<file path="src/rtl/memory_arbiter.sv">
// memory_arbiter: registered round-robin arbiter of NUM_CH requester channels onto one memory port.
// Define MEMORY_ARBITER_LOCK_EN to let a channel keep the grant across transactions via lock_i.
`ifndef MEMORY_ADDR_WIDTH
`define MEMORY_ADDR_WIDTH 16
`endif
`ifndef MEMORY_DATA_WIDTH
`define MEMORY_DATA_WIDTH 32
`endif

module memory_arbiter #(
  parameter int unsigned NUM_CH      = 6,
  parameter int unsigned ADDR_W      = `MEMORY_ADDR_WIDTH,
  parameter int unsigned DATA_W      = `MEMORY_DATA_WIDTH,
  parameter int unsigned TIMEOUT_CYC = 255
) (
  input  logic                      clk,
  input  logic                      rst_n,
  input  logic [NUM_CH-1:0]         execute_i,
  input  logic [NUM_CH-1:0]         lock_i,
  input  logic [2*NUM_CH-1:0]       mem_func_i,
  input  logic [ADDR_W*NUM_CH-1:0]  address1_i,
  input  logic [ADDR_W*NUM_CH-1:0]  address2_i,
  input  logic [DATA_W*NUM_CH-1:0]  write_data_i,
  output logic [NUM_CH-1:0]         ack_o,
  output logic                      err_o,
  output logic [DATA_W-1:0]         read_data_o,
  output logic [$clog2(NUM_CH)-1:0] grant_o,
  output logic                      busy_o,
  output logic [1:0]                mem_func_o,
  output logic                      execute_o,
  output logic [ADDR_W-1:0]         address1_o,
  output logic [ADDR_W-1:0]         address2_o,
  output logic [DATA_W-1:0]         write_data_o,
  input  logic                      mem_ready_i,
  input  logic [DATA_W-1:0]         mem_read_data_i
);
  localparam int unsigned GW = $clog2(NUM_CH);

  typedef enum logic [1:0] {S_IDLE, S_ISSUE, S_WAIT} state_t;
  state_t r_state, w_next;

  logic [GW-1:0]       r_grant, r_rr, w_pick, w_grant_inc, w_rr_nxt;
  logic [NUM_CH-1:0]   w_cand, w_grant_oh, w_ack_nxt, r_ack;
  logic [2*NUM_CH-1:0] w_dbl;
  logic                w_found, w_ready_hit, w_timeout, w_done;
  logic [15:0]         r_cnt;
  logic                r_exec, r_err, r_busy, w_exec_nxt;
  logic [DATA_W-1:0]   r_rdata, w_rdata_nxt, r_wdata, w_wdata_sel;
  logic [1:0]          r_func, w_func_sel;
  logic [ADDR_W-1:0]   r_addr1, r_addr2, w_addr1_sel, w_addr2_sel;

  assign w_grant_oh  = NUM_CH'(1) << r_grant;
  assign w_grant_inc = (r_grant == GW'(NUM_CH - 1)) ? '0 : r_grant + GW'(1);

`ifdef MEMORY_ARBITER_LOCK_EN
  logic r_locked, w_lock_cur;
  assign w_lock_cur = |(lock_i & w_grant_oh);
  assign w_cand     = (r_locked && w_lock_cur) ? (execute_i & w_grant_oh) : execute_i;
  assign w_rr_nxt   = w_lock_cur ? r_grant : w_grant_inc;

  always_ff @(posedge clk or negedge rst_n) begin
    if (!rst_n)                                r_locked <= 1'b0;
    else if (w_done)                           r_locked <= w_lock_cur;
    else if (r_state == S_IDLE && !w_lock_cur) r_locked <= 1'b0;
  end
`else
  logic w_unused_lock;
  assign w_unused_lock = ^lock_i;
  assign w_cand        = execute_i;
  assign w_rr_nxt      = w_grant_inc;
`endif

  // Rotate requests so bit 0 corresponds to rr_ptr; first set bit wins, then map back modulo NUM_CH.
  assign w_dbl = {w_cand, w_cand} >> r_rr;

  always_comb begin
    logic [GW:0] v_sum;
    v_sum   = '0;
    w_found = 1'b0;
    w_pick  = '0;
    for (int unsigned i = 0; i < NUM_CH; i++) begin
      v_sum = {1'b0, r_rr} + (GW+1)'(i);
      if (!w_found && w_dbl[i]) begin
        w_found = 1'b1;
        w_pick  = (v_sum >= (GW+1)'(NUM_CH)) ? GW'(v_sum - (GW+1)'(NUM_CH)) : GW'(v_sum);
      end
    end
  end

  assign w_func_sel  = 2'(mem_func_i >> (32'(w_pick) * 2));
  assign w_addr1_sel = ADDR_W'(address1_i >> (32'(w_pick) * ADDR_W));
  assign w_addr2_sel = ADDR_W'(address2_i >> (32'(w_pick) * ADDR_W));
  assign w_wdata_sel = DATA_W'(write_data_i >> (32'(w_pick) * DATA_W));

  assign w_ready_hit = (r_state == S_WAIT) && mem_ready_i;
  assign w_timeout   = (r_state == S_WAIT) && !mem_ready_i && (r_cnt == 16'(TIMEOUT_CYC - 1));
  assign w_done      = w_ready_hit || w_timeout;

  always_ff @(posedge clk or negedge rst_n) begin
    if (!rst_n) r_state <= S_IDLE;
    else        r_state <= w_next;
  end

  always_comb begin
    w_next = r_state;
    case (r_state)
      S_IDLE:  if (w_found) w_next = S_ISSUE;
      S_ISSUE: w_next = S_WAIT;
      S_WAIT:  if (w_done) w_next = S_IDLE;
      default: w_next = S_IDLE;
    endcase
  end

  always_comb begin
    w_exec_nxt  = (r_state == S_ISSUE);
    w_ack_nxt   = '0;
    w_rdata_nxt = '0;
    if (w_done)      w_ack_nxt   = w_grant_oh;
    if (w_ready_hit) w_rdata_nxt = mem_read_data_i;
  end

  always_ff @(posedge clk or negedge rst_n) begin
    if (!rst_n) begin
      r_grant <= '0;
      r_rr    <= '0;
      r_cnt   <= '0;
      r_exec  <= 1'b0;
      r_ack   <= '0;
      r_err   <= 1'b0;
      r_rdata <= '0;
      r_busy  <= 1'b0;
      r_func  <= '0;
      r_addr1 <= '0;
      r_addr2 <= '0;
      r_wdata <= '0;
    end else begin
      r_exec  <= w_exec_nxt;
      r_ack   <= w_ack_nxt;
      r_err   <= w_timeout;
      r_rdata <= w_rdata_nxt;
      r_busy  <= (w_next != S_IDLE);
      if (r_state == S_IDLE && w_found) begin
        r_grant <= w_pick;
        r_func  <= w_func_sel;
        r_addr1 <= w_addr1_sel;
        r_addr2 <= w_addr2_sel;
        r_wdata <= w_wdata_sel;
      end
      if (r_state == S_ISSUE)     r_cnt <= '0;
      else if (r_state == S_WAIT) r_cnt <= r_cnt + 16'd1;
      if (w_done) r_rr <= w_rr_nxt;
    end
  end

  assign ack_o        = r_ack;
  assign err_o        = r_err;
  assign read_data_o  = r_rdata;
  assign grant_o      = r_grant;
  assign busy_o       = r_busy;
  assign execute_o    = r_exec;
  assign mem_func_o   = r_func;
  assign address1_o   = r_addr1;
  assign address2_o   = r_addr2;
  assign write_data_o = r_wdata;

endmodule

</file>
<file path="config.mk">
export PLATFORM = sky130hd
export DESIGN_NAME = memory_arbiter
export DESIGN_NICKNAME = d
export VERILOG_FILES = /design/src/rtl/memory_arbiter.sv
export SDC_FILE = /design/constraint.sdc
export NUM_CORES = 1
export LEC_CHECK = 0
export CAP_MARGIN = 25
export CORE_AREA = 2 2 214 216
export DETAILED_ROUTE_END_ITERATION = 10
export DIE_AREA = 0 0 216 218
export PLACE_DENSITY = 0.5
export SLEW_MARGIN = 0
export SYNTH_ARGS = -nofsm -noshare
export SYNTH_HDL_FRONTEND = slang
export SYNTH_SLANG_ARGS = --single-unit
export TNS_END_PERCENT = 10
</file>
<file path="constraint.sdc">
create_clock -name clk -period 8.8 [get_ports clk]
set_input_delay 1.32 -clock clk [delete_from_list [all_inputs] [get_ports clk]]
set_output_delay 1.32 -clock clk [all_outputs]
set_load 0.01 [all_outputs]
</file>
# Yosys cells after proc, flatten, opt, wreduce, memory -nomap -nowiden
# Index checks and enable logic that the tools add are counted.
op_classes:
  add_sub_neg: 13
  n_lt_le_gt_ge: 6
  n_eq_ne: 4
  n_shift: 6
  mux: 26
  reduce_logical: 19
ops:
  columns: ["cell", "n"]
  rows:
  - ["right shift 192 x 8 -> 32 bit", 1]
  - ["right shift 96 x 7 -> 16 bit", 2]
  - ["two-way mux 3 bit", 13]
  - ["two-way mux 16 bit", 2]
  - ["two-way mux 32 bit", 1]
  - [">= comparator 4 x 3 -> 1 bit, second input constant", 5]
  - ["subtractor 3 bit, second input constant", 6]
  - ["adder 16 x 1 -> 16 bit, second input constant", 1]
  - ["== test 16 x 8 -> 1 bit, second input constant", 1]
  - ["right shift 12 x 3 -> 6 bit", 1]
  - ["right shift 12 x 4 -> 2 bit", 1]
  - ["logical AND 1 bit", 9]
  - ["adder 3 x 2 -> 4 bit, second input constant", 2]
  - ["adder 3 x 3 -> 4 bit, second input constant", 2]
  - ["zero test 1 bit", 6]
  - ["two-way mux 1 bit", 6]
  - ["two-way mux 6 bit", 1]
  - ["case mux 2 bit (3 select lines)", 1]
  - ["<< shifter 1 x 3 -> 6 bit, first input constant", 1]
  - ["adder 3 x 1 -> 4 bit, second input constant", 1]
  - ["two-way mux 2 bit", 2]
  - ["nonzero test 2 bit", 2]
  - ["adder 3 x 1 -> 3 bit, second input constant", 1]
  - ["== test 3 bit, second input constant", 1]
  - ["other kinds (5)", 5]
totals:
  ff_bits: 131
  input_bits: 443
  output_inout_bits: 110
  word_cells: 87

# Logic depth before layout (Yosys ltp)
# Gate-level depths: netlist (run 1).
logic_depth:
  ltp_word: 20
  ltp_mapped: 15
  mapped_depth_nobuf: 10

# Least setup slack after synthesis (run 1)
# No wires, ideal clock.
synth_path:
  path_kind: "input-to-reg"
  from: "in execute_i[4]"
  to: "reg r_addr2[0] (netlist: address2_o[0])"
  setup_time_ns: 0.135
  arrival_ns: 3.323
  path_slack_ns: 5.342
  path_stages: 11
  cell_sequence: "buf_2 or3b_1 o31ai_1 o211ai_1 and4_1 a211o_4 buf_2 buf_2 and3_1 o211ai_1 nand4_1"
synth_via:
  elab_chain_len: 18
  word_cells_on_any_way: 25
  classes_between: "shift (2); mux (12); reduce/logical (11)"
synth_rtl:
  columns: ["element", "line", "source"]
  rows:
  - ["from (decl)", "18", "input logic [NUM_CH-1:0] execute_i,"]
  - ["right shift 12 x 3 -> 6 bit (*)", "74", "assign w_dbl = {w_cand, w_cand} >> r_rr;"]
  - ["two-way mux 1 bit", "83", "if (!w_found && w_dbl[i]) begin"]
  - ["zero test 1 bit", "83", null]
  - ["logical AND 1 bit", "83", null]
  - ["two-way mux 1 bit", "83", null]
  - ["zero test 1 bit", "83", null]
  - ["logical AND 1 bit", "83", null]
  - ["two-way mux 1 bit", "83", null]
  - ["(+2 left out)", null, null]
  - ["two-way mux 1 bit", "83", null]
  - ["zero test 1 bit", "83", null]
  - ["logical AND 1 bit", "83", null]
  - ["two-way mux 1 bit", "83", null]
  - ["zero test 1 bit", "83", null]
  - ["logical AND 1 bit", "83", null]
  - ["two-way mux 3 bit or two-way mux 1 bit (tied branches)", "83", null]
  - ["right shift 96 x 7 -> 16 bit or logical AND 1 bit (tied branches)", "92, 142", null]
  - ["to (signal assigned)", "146", "r_addr2 <= w_addr2_sel;"]
  - ["to (decl)", "50", "logic [ADDR_W-1:0] r_addr1, r_addr2, w_addr1_sel, w_addr2_sel;"]
# Every way passes the cells marked *; elsewhere a longest branch is shown, timed or not.
# A chain may end at the register's enable or synchronous reset.

# Final worst setup path (run 1)
layout_path:
  from: "in execute_i[1]"
  to: "reg r_addr1[0] (netlist: address1_o[0])"
layout_via:
  elab_chain_len: 18
  word_cells_on_any_way: 25
  classes_between: "shift (2); mux (12); reduce/logical (11)"
layout_rtl:
  columns: ["element", "line", "source"]
  rows:
  - ["right shift 12 x 3 -> 6 bit (*)", "74", null]
  - ["two-way mux 1 bit", "83", null]
  - ["zero test 1 bit", "83", null]
  - ["logical AND 1 bit", "83", null]
  - ["two-way mux 1 bit", "83", null]
  - ["zero test 1 bit", "83", null]
  - ["logical AND 1 bit", "83", null]
  - ["two-way mux 1 bit", "83", null]
  - ["(+2 left out)", null, null]
  - ["two-way mux 1 bit", "83", null]
  - ["zero test 1 bit", "83", null]
  - ["logical AND 1 bit", "83", null]
  - ["two-way mux 1 bit", "83", null]
  - ["zero test 1 bit", "83", null]
  - ["logical AND 1 bit", "83", null]
  - ["two-way mux 3 bit or two-way mux 1 bit (tied branches)", "83", null]
  - ["right shift 96 x 7 -> 16 bit or logical AND 1 bit (tied branches)", "91, 142", null]
  - ["to (signal assigned)", "145", "r_addr1 <= w_addr1_sel;"]
  - ["to (decl)", "50", null]
# Marks and branches as above.

==> reports/qor.csv, run 1 <==
metric,value,unit
yosysTopAreaCellShare,30.3,%
fin_nets,2180,
area_growth,58.7,%
drtIter0Drc,750,
maxSlewViolCount,0,
cts_resized,0,
dp_cells,2303,
required,9.11,ns
boundaryPins,553,
tritoncts,done,
crit_type,in -> reg,
ys_seq_area_share,30.3,%
multi_input_area,6800,sq um
finalCritPeriodShare,62.2,%
cts-buffers-inserted,17,
yosysMostFrequentCell,and3_1,
cp_common_cell,buf_4,
crit_slowest_cell,buf_4,
critPathLaunchType,input pin,
fp-row-count,78,
gp_congestion,0.861,
core_region_area,44900,sq um
grt_pass1_vias,12002,
clock_skew,0.0137,ns
status,"finished, final reports clean",
grt_setup_unrepaired,no,
design_area,17200,sq um
worstMarginPinSlew,1.27,ns
vias_per_cell,5.22,
cts_max_level,4,
yosys-top-cells-area,"dfrtp_1, o211ai_1, a21boi_0",
die_w,216,microns
synth_nets,1755,
p_per_area,375,nW/um^2
nFillCells,4636,
cts_root_buffer,clkbuf_16,
dpl.hpwl,38.9,mm
synthFlopType,dfrtp_1,
start_util,24.1,%
min_path_type,reg -> reg,
die_y,218,microns
synth_seq_cells,131,
drt-total-wl,54.5,mm
drc_errors,0,
final_core_util,38.2,%
timing.fmax,183,MHz
wire_per_inst,23.3,microns
routed-via-count,12219,
leakage,7.06,nW
synth_warnings,0,
synth_area_leader_cell,dfrtp_1,
worstSetupEndpointType,register,
synthDistinctLibCells,66,
path_clk_slew,0.07,ns
die_area,47100,sq um
syn_avg_cell_area,8.33,sq um
antenna_found_initial,10,
ir_worst_vdd,0.000732,V
place.port_buffers,546,
clock_sinks,131,
finalHoldViolations,0,
ctsHoldBuffers,0,
clk_latency,0.45,ns
grt_usage,22.4,%
grt_pass1_wl,79.7,mm
cp_max_fo,86,
finalSetupViolCount,0,
cp_data_arrival_time,5.78,ns
syn-instance-count,1297,
ff_latch_area,3280,sq um
place_area,16500,sq um
grt_max_degree,265,
cap_violations,0,
synth_edf_count,0,
async_flop_share,100,%
cts.path.max_buffers,2,
antenna_left,0,
final_cells,2340,
synthTopCellsByCount,"and3_1, o211ai_1, a21boi_0, dfrtp_1, clkbuf_1",
postCtsSetupBuffers,0,
grt.overflow.total,0,
drt-pass1-iter-count,7,
relSlewSlack,15.7,%
crit_chain,"clkdlybuf4s50_1, mux2i_4, mux2i_1, o32ai_4, and4_1, a211o_4, buf_4, nand2_2, buf_4, o211ai_1, nand4_1",
drive_gt1_share,4.27,%
fin_tns_setup,0,ns
syn_area,10800,sq um
period_needed,5.47,ns
cp_slowest_stage_delay,0.72,ns
## kinds of logic (layout without fill, tap and decap cells)
family	count (synthesis)	count (layout)	synth area share (%)
simple gates	473	473	24.9
buf+inv	174	612	7.15
mux	18	18	1.84
flops	131	131	30.3
other cells	0	5	0
compound gates	472	472	32.9
xor+xnor	14	14	1.13
fa+ha+maj	15	15	1.74
## power by group
group	total (mW)	switching, mW	leakage [nW]	internal (mW)
logic	4.73	3.03	5.07	1.70
registers	0.936	0.118	1.72	0.818
clock network	0.754	0.327	0.279	0.427
total	6.42	3.48	7.06	2.94
## metrics by stage
| stage | power, mW | hold slack (ns) | worst slack [ns] |
|---|---|---|---|
| finish | 6.42 | 0.499 | 3.33 |
| global route | 6.95 | 0.522 | 2.95 |
| CTS | 6.50 | 0.502 | 3.31 |
| detailed placement | 5.72 | 0.484 | 2.82 |
| global placement | 5.64 | 0.481 | 2.85 |
| floorplan | 4.08 | 0.488 | 5.34 |
## cell type report
cell class              instances  area share [%]
diodes                          5          0.0730
inverters                      14           0.306
clock inverters                14           0.890
flip-flops and latches        131            19.1
multi-input cells             992            39.6
clock buffers                  18            2.56
well taps                     600            4.38
repair buffers                566            33.1
## critical path, delay by kind of cell
| family | cells | cell delay [ns] |
|---|---|---|
| and+or+nand+nor | 3 | 1.05 |
| AOI/OAI and AO/OA | 3 | 1.10 |
| muxes | 2 | 0.41 |
| buffers and inverters | 3 | 1.79 |
## per-layer routing
| metal | global-route usage, % | part of all wire (%) | up-vias |
|---|---|---|---|
| li1 | - | - | 5796 |
| met1 | 26.6 | 41 | 5932 |
| met2 | 39.8 | 51 | 420 |
| met3 | 6.61 | 7.1 | 59 |
| met4 | 5.23 | 1.5 | 12 |
| met5 | 0 | 0.14 | - |
## registers in the layout, indices dropped and copies added, names as in the netlist
| name | flops |
|---|---|
| read_data_o | 32 |
| write_data_o | 32 |
| address1_o | 16 |
| address2_o | 16 |
| r_cnt | 16 |
| ack_o | 6 |
| grant_o | 3 |
| r_rr | 3 |
| mem_func_o | 2 |
| r_state | 2 |
| busy_o | 1 |
| err_o | 1 |
| execute_o | 1 |
## cells in the final DEF, fill, tap and decap left out, types with 6 or more instances in the layout
master,synthesis,final
and3_1,230,230
nand2b_1,6,6
mux2i_1,14,14
dfrtp_1,131,131
o21ai_0,15,15
buf_4,3,16
xor2_1,7,7
a21oi_1,14,14
clkdlybuf4s50_1,0,545
ha_1,15,15
nand3_1,13,13
nand2_1,92,91
o211ai_1,203,203
inv_1,13,13
a31oi_1,6,6
clkbuf_16,0,17
xnor2_1,7,7
nand4_1,70,70
nor3_1,6,6
a21boi_0,199,199
nor2_1,24,24
## path summary, 6_finish.rpt
path / start / to / slack (ns) / cells past startpoint
setup / recovery: execute_i[1] / address1_o[0] / 3.33 / 11
max in group asynchronous: rst_n / address2_o[10] / 6.40 / 2
setup reg to reg: r_rr[1] / address1_o[0] / 3.96 / 11
hold reg to reg: address2_o[5] / address2_o[5] / 0.50 / 2
min in group asynchronous: rst_n / r_rr[1] / 0.91 / 1
hold / removal: address2_o[5] / address2_o[5] / 0.50 / 2
No activity file was read; power rests on OpenSTA's default activity.
==> run 2: changes to the inputs <==
Settings changed: PLACE_DENSITY 0.5 to 0.52.
Clock period 8.8 ns to 4.7 ns, I/O delays scaled along.
==> run 2 against run 1 <==
Net effect: die area stayed put; total power is 92% higher; flip-flop and latch count stayed put; clock power is 99% higher; utilization is 0.58 points higher; count of clock-buffer cells in the layout stayed put; wire length is 3.7% lower; global-route usage is 0.88 points lower; critical path depth stayed put; largest cell class unchanged.
==> reports/qor.csv, run 2 (synthesized netlist as in run 1, its figures left out) <==
metric,value,unit
met3_length,3.66,mm
finalHoldViolations,0,
die_area,47100,sq um
crit_chain,"buf_4, mux2i_1, mux2i_1, nand2_1, o31ai_1, o2111ai_4, buf_12, buf_4, and3_1, o211ai_1, nand4_1",
final_core_util,38.8,%
cts_root_buffer,clkbuf_16,
core_region_area,44900,sq um
boundaryPins,553,
clk_latency,0.45,ns
clock_sinks,131,
tritoncts,done,
cp.depth,11,
finalSetupViolCount,0,
ir_worst_vdd,0.000482,V
cp_top_family,buffers and inverters,
cts.path.max_buffers,2,
nFillCells,4619,
die_w,216,microns
timing.fmax,271,MHz
path_clk_slew,0.07,ns
cp_max_fo,107,
combPwrFrac,73.2,%
area_growth,61.1,%
final_cell_mix,"clkdlybuf4s50_1, and3_1, o211ai_1",
p_sw_share,52.6,%
relSlewSlack,42.1,%
min_path_type,in -> async,
routed-via-count,12208,
grt.overflow.total,0,
ctsHoldBuffers,0,
cp.buffers_inverters,3,
vias_per_cell,5.17,
cts_resized,0,
maxSlewViolCount,0,
clock_skew,0.0182,ns
gp_congestion,0.868,
drive_gt1_share,4.92,%
drt-pass1-iter-count,5,
worstMarginPinSlew,0.868,ns
cap_violations,0,
p_clk_share,12.2,%
antenna_found_initial,17,
grt_usage,21.5,%
wire_per_inst,22.2,microns
multi_input_area,6800,sq um
routed.top_layer,met5,
required,5.01,ns
p_per_area,710,nW/um^2
worst_r2r_path_depth,11,
switching_power,6.50,mW
critPathLaunchType,register,
fin_tns_setup,0,ns
finalCritPeriodShare,78.5,%
fp-row-count,78,
leakage,7.19,nW
grt_pass1_vias,12224,
cp_data_arrival_time,4.00,ns
reg2reg_to,address2_o[14],
drtIter0Drc,638,
met1_length,21.4,mm
r2r_slack,1.01,ns
route.met2.wl,25.7,mm
place.port_buffers,546,
fin_nets,2193,
start_util,24.1,%
layout_commonest_cell,clkdlybuf4s50_1,
grt_pass1_wl,76.5,mm
crit_slowest_cell,dfrtp_1,
ff_latch_area,3280,sq um
crit_type,reg -> reg,
die_y,218,microns
crit_path_start,r_rr[2],
postCtsSetupBuffers,0,
grt_max_degree,123,
worstSetupEndpointType,register,
power_frac_seq,14.6,%
status,"finished, final reports clean",
period_needed,3.69,ns
endpoint,address2_o[14],
r2r-start,r_rr[2],
antenna_left,0,
dpl.hpwl,38.4,mm
drc_errors,0,
p_int,5.86,mW
cp_slowest_stage_delay,0.74,ns
cts_max_level,4,
grt_setup_unrepaired,no,
cts-buffers-inserted,17,
drt-total-wl,52.5,mm
run 2: layout make-up:
cell class | instances | share of cell area (%)
antenna | 12 | 0.172
clock buffer | 18 | 2.47
clock inverter | 14 | 1.16
inverter | 14 | 0.302
multi-input combinational | 992 | 39.0
sequential | 131 | 18.8
tap | 600 | 4.31
timing repair buffer | 579 | 33.7
run 2: per-stage QoR:
step	cells	power (mW)	area, sq um	setup WS (ns)	hold WS, ns
final	2360	12.4	17400	1.01	0.344
after global routing	2358	13.4	17400	0.630	0.394
after CTS	2347	12.5	17400	0.887	0.376
after detailed placement	2315	10.9	16700	0.571	0.485
after global placement	2315	10.8	16700	0.631	0.484
after floorplan	1297	7.64	10800	1.70	0.409
run 2: per-layer routing:
metal	global-route usage, %	vias up
li1	-	5807
met1	25.7	5850
met2	36.2	462
met3	6.11	77
met4	9.18	12
met5	0	-
run 2: worst min path at each step:
stage | endpoint | slack [ns] | depth (start not counted)
floorplan | ack_o[0] | 0.41 | 0
CTS | r_cnt[12] | 0.38 | 1
global placement | address2_o[11] | 0.48 | 2
detailed placement | write_data_o[27] | 0.49 | 2
finish | ack_o[4] | 0.34 | 1
global route | ack_o[4] | 0.39 | 1
run 2: power by group through the flow:
stage	sequential [mW]	combinational [mW]	clock, mW
finish	1.80	9.05	1.50
global route	1.85	9.94	1.59
CTS	1.80	9.13	1.54
detailed placement	1.81	9.12	0
global placement	1.81	9.04	0
floorplan	1.87	5.77	0
run 2: worst reg2reg max path: stages (launching register included):
cell and delay, ns:
dfrtp_1 0.74, buf_4 0.33, mux2i_1 0.10, mux2i_1 0.43, nand2_1 0.16, o31ai_1 0.38, o2111ai_4 0.20, buf_12 0.27
buf_4 0.36, and3_1 0.22, o211ai_1 0.25, nand4_1 0.11
==> run 3: changes to the inputs <==
Clock period 4.7 ns to 3.05 ns, I/O delays scaled along.
==> run 3 against run 2 <==
Net effect: the flow now finishes with violations (setup timing); maximum frequency grew 20%; flip-flop and latch count is the same; first-iteration DRC count rose by 38%; worst setup slack lost 1.0 ns; critical path depth increased by 3; total power increased by 110%; non-clock buffer count is 192 higher; sequential share of layout area shrank 2.3 points; critical path type unchanged; largest power group unchanged.
==> reports/qor.csv, run 3 (synthesized netlist as in run 1, its figures left out) <==
metric,value,unit
status,"complete, but fails checks",
violations,setup timing,
vias_per_cell,5.18,
antenna_found_initial,12,
drtIter0Drc,883,
drive_gt1_share,16.6,%
clock_sinks,131,
crit_slowest_cell,dfrtp_2,
min_path_type,in -> async,
boundaryPins,553,
leakage,8.44,nW
die_w,216,microns
path_clk_slew,0.06,ns
cp_max_fo,8,
grt_pass1_wl,80.5,mm
dp_slack,-0.492,ns
core_region_area,44900,sq um
period_needed,3.08,ns
p_per_area,1290,nW/um^2
die_y,218,microns
required,3.35,ns
finalCritPeriodShare,101,%
worstMarginPinSlew,0.852,ns
cp_data_arrival_time,3.37,ns
grt_max_degree,58,
final_core_util,44.2,%
clk_latency,0.45,ns
layout_commonest_cell,clkdlybuf4s50_1,
start_util,24.1,%
cts.path.max_buffers,2,
drt-pass1-iter-count,5,
crit_chain,"buf_6, clkbuf_16, xnor2_4, a2111oi_4, buf_4, a2111o_1, o31ai_4, o2111ai_4, buf_12, buf_12, and3_1, o211ai_1, buf_4, nand4_1",
gp_congestion,0.882,
cp_slowest_stage_delay,0.44,ns
dpl.hpwl,42.4,mm
die_area,47100,sq um
fp-row-count,78,
tritoncts,done,
fin_nets,2385,
grt_usage,22.6,%
cts_max_level,4,
crit_type,reg -> reg,
clock_skew,0.0164,ns
timing.fmax,325,MHz
antenna_left,0,
grt_setup_unrepaired,yes,
wire_per_inst,23.2,microns
area_growth,83.9,%
relSlewSlack,43.2,%
cts_root_buffer,clkbuf_16,
routed-via-count,13187,
final_cell_mix,"clkdlybuf4s50_1, and3_1, o211ai_1",
worstSetupEndpointType,register,
fin_ws,-0.0257,ns
finalSetupViolCount,2,
grt.overflow.total,0,
cts-buffers-inserted,17,
grt_pass1_vias,12843,
finalHoldViolations,0,
maxSlewViolCount,0,
ir_worst_vdd,0.000705,V
drc_errors,0,
critPathLaunchType,register,
ctsHoldBuffers,0,
fin_tns_setup,-0.0475,ns
place.port_buffers,546,
drt-total-wl,59.0,mm
cap_violations,0,
-- run 3: cell types whose count changed in the layout (fill, tap and decap cells not counted), moves of 9 or more --
cell / change
mux2i_1: -10
buf_6: +20
buf_4: +123
clkbuf_16: +16
buf_12: +28
and3_1: -9
and3_4: +9
-- run 3: worst paths after layout --
| path | from | endpoint | cells after the start | slack, ns |
|---|---|---|---|---|
| setup / recovery | r_rr[1] | address2_o[9] | 14 | -0.03 |
| hold / removal | rst_n | execute_o | 1 | 0.01 |
| setup reg to reg | r_rr[1] | address2_o[9] | 14 | -0.03 |
| hold reg to reg | address1_o[6] | address1_o[6] | 2 | 0.48 |
| max in group asynchronous | rst_n | r_rr[1] | 2 | 2.18 |
| min in group clk | address1_o[6] | address1_o[6] | 2 | 0.48 |
-- run 3: worst max-delay path, delay by kind of cell, from the launching register on --
kind	cells	cell delay, ns
AOI/OAI and AO/OA	5	1.10
xor gates and xnor gates	1	0.16
DFF	1	0.44
and+or+nand+nor	2	0.25
buffers and inverters	6	0.96
-- run 3: through the flow --
stage	instance area [sq um]	instances	total power, mW	hold WS, ns
CTS	18600	2483	22.2	0.0240
global route	19900	2545	27.2	0.0455
finish	19900	2547	25.6	0.0123
global placement	17900	2446	19.2	0.482
floorplan	10800	1297	11.8	0.162
detailed placement	17900	2446	19.3	0.484
-- run 3: metal layers --
layer	vias to the layer above	share of wire, %	GRT usage (%)
li1	6200	-	-
met1	6349	40	26.9
met2	537	50	39.0
met3	93	7.0	6.21
met4	8	2.8	7.88
met5	-	0.093	0
-- run 3: power by group --
part | internal (mW) | total, mW | switching [mW]
combinational | 10.1 | 20.8 | 10.7
sequential | 2.37 | 2.73 | 0.369
clock | 1.16 | 2.04 | 0.875
total | 13.6 | 25.6 | 12.0
-- run 3: final cells by class --
type / count / area [sq um]
clock inverter: 11 / 106
inverter: 14 / 56.3
antenna: 8 / 20.0
multi-input combinational: 992 / 7100
tap: 600 / 751
clock buffer: 20 / 457
fill: 4460 / 25000
timing repair buffer: 771 / 8090
sequential: 131 / 3280
-- run 3: what timing repair did --
action                     4_1_cts  5_1_grt
pin swaps                        3       62
setup endpoints to repair       63       66
resized for setup               13       94
setup buffers                    4       41
cloned                           2       18
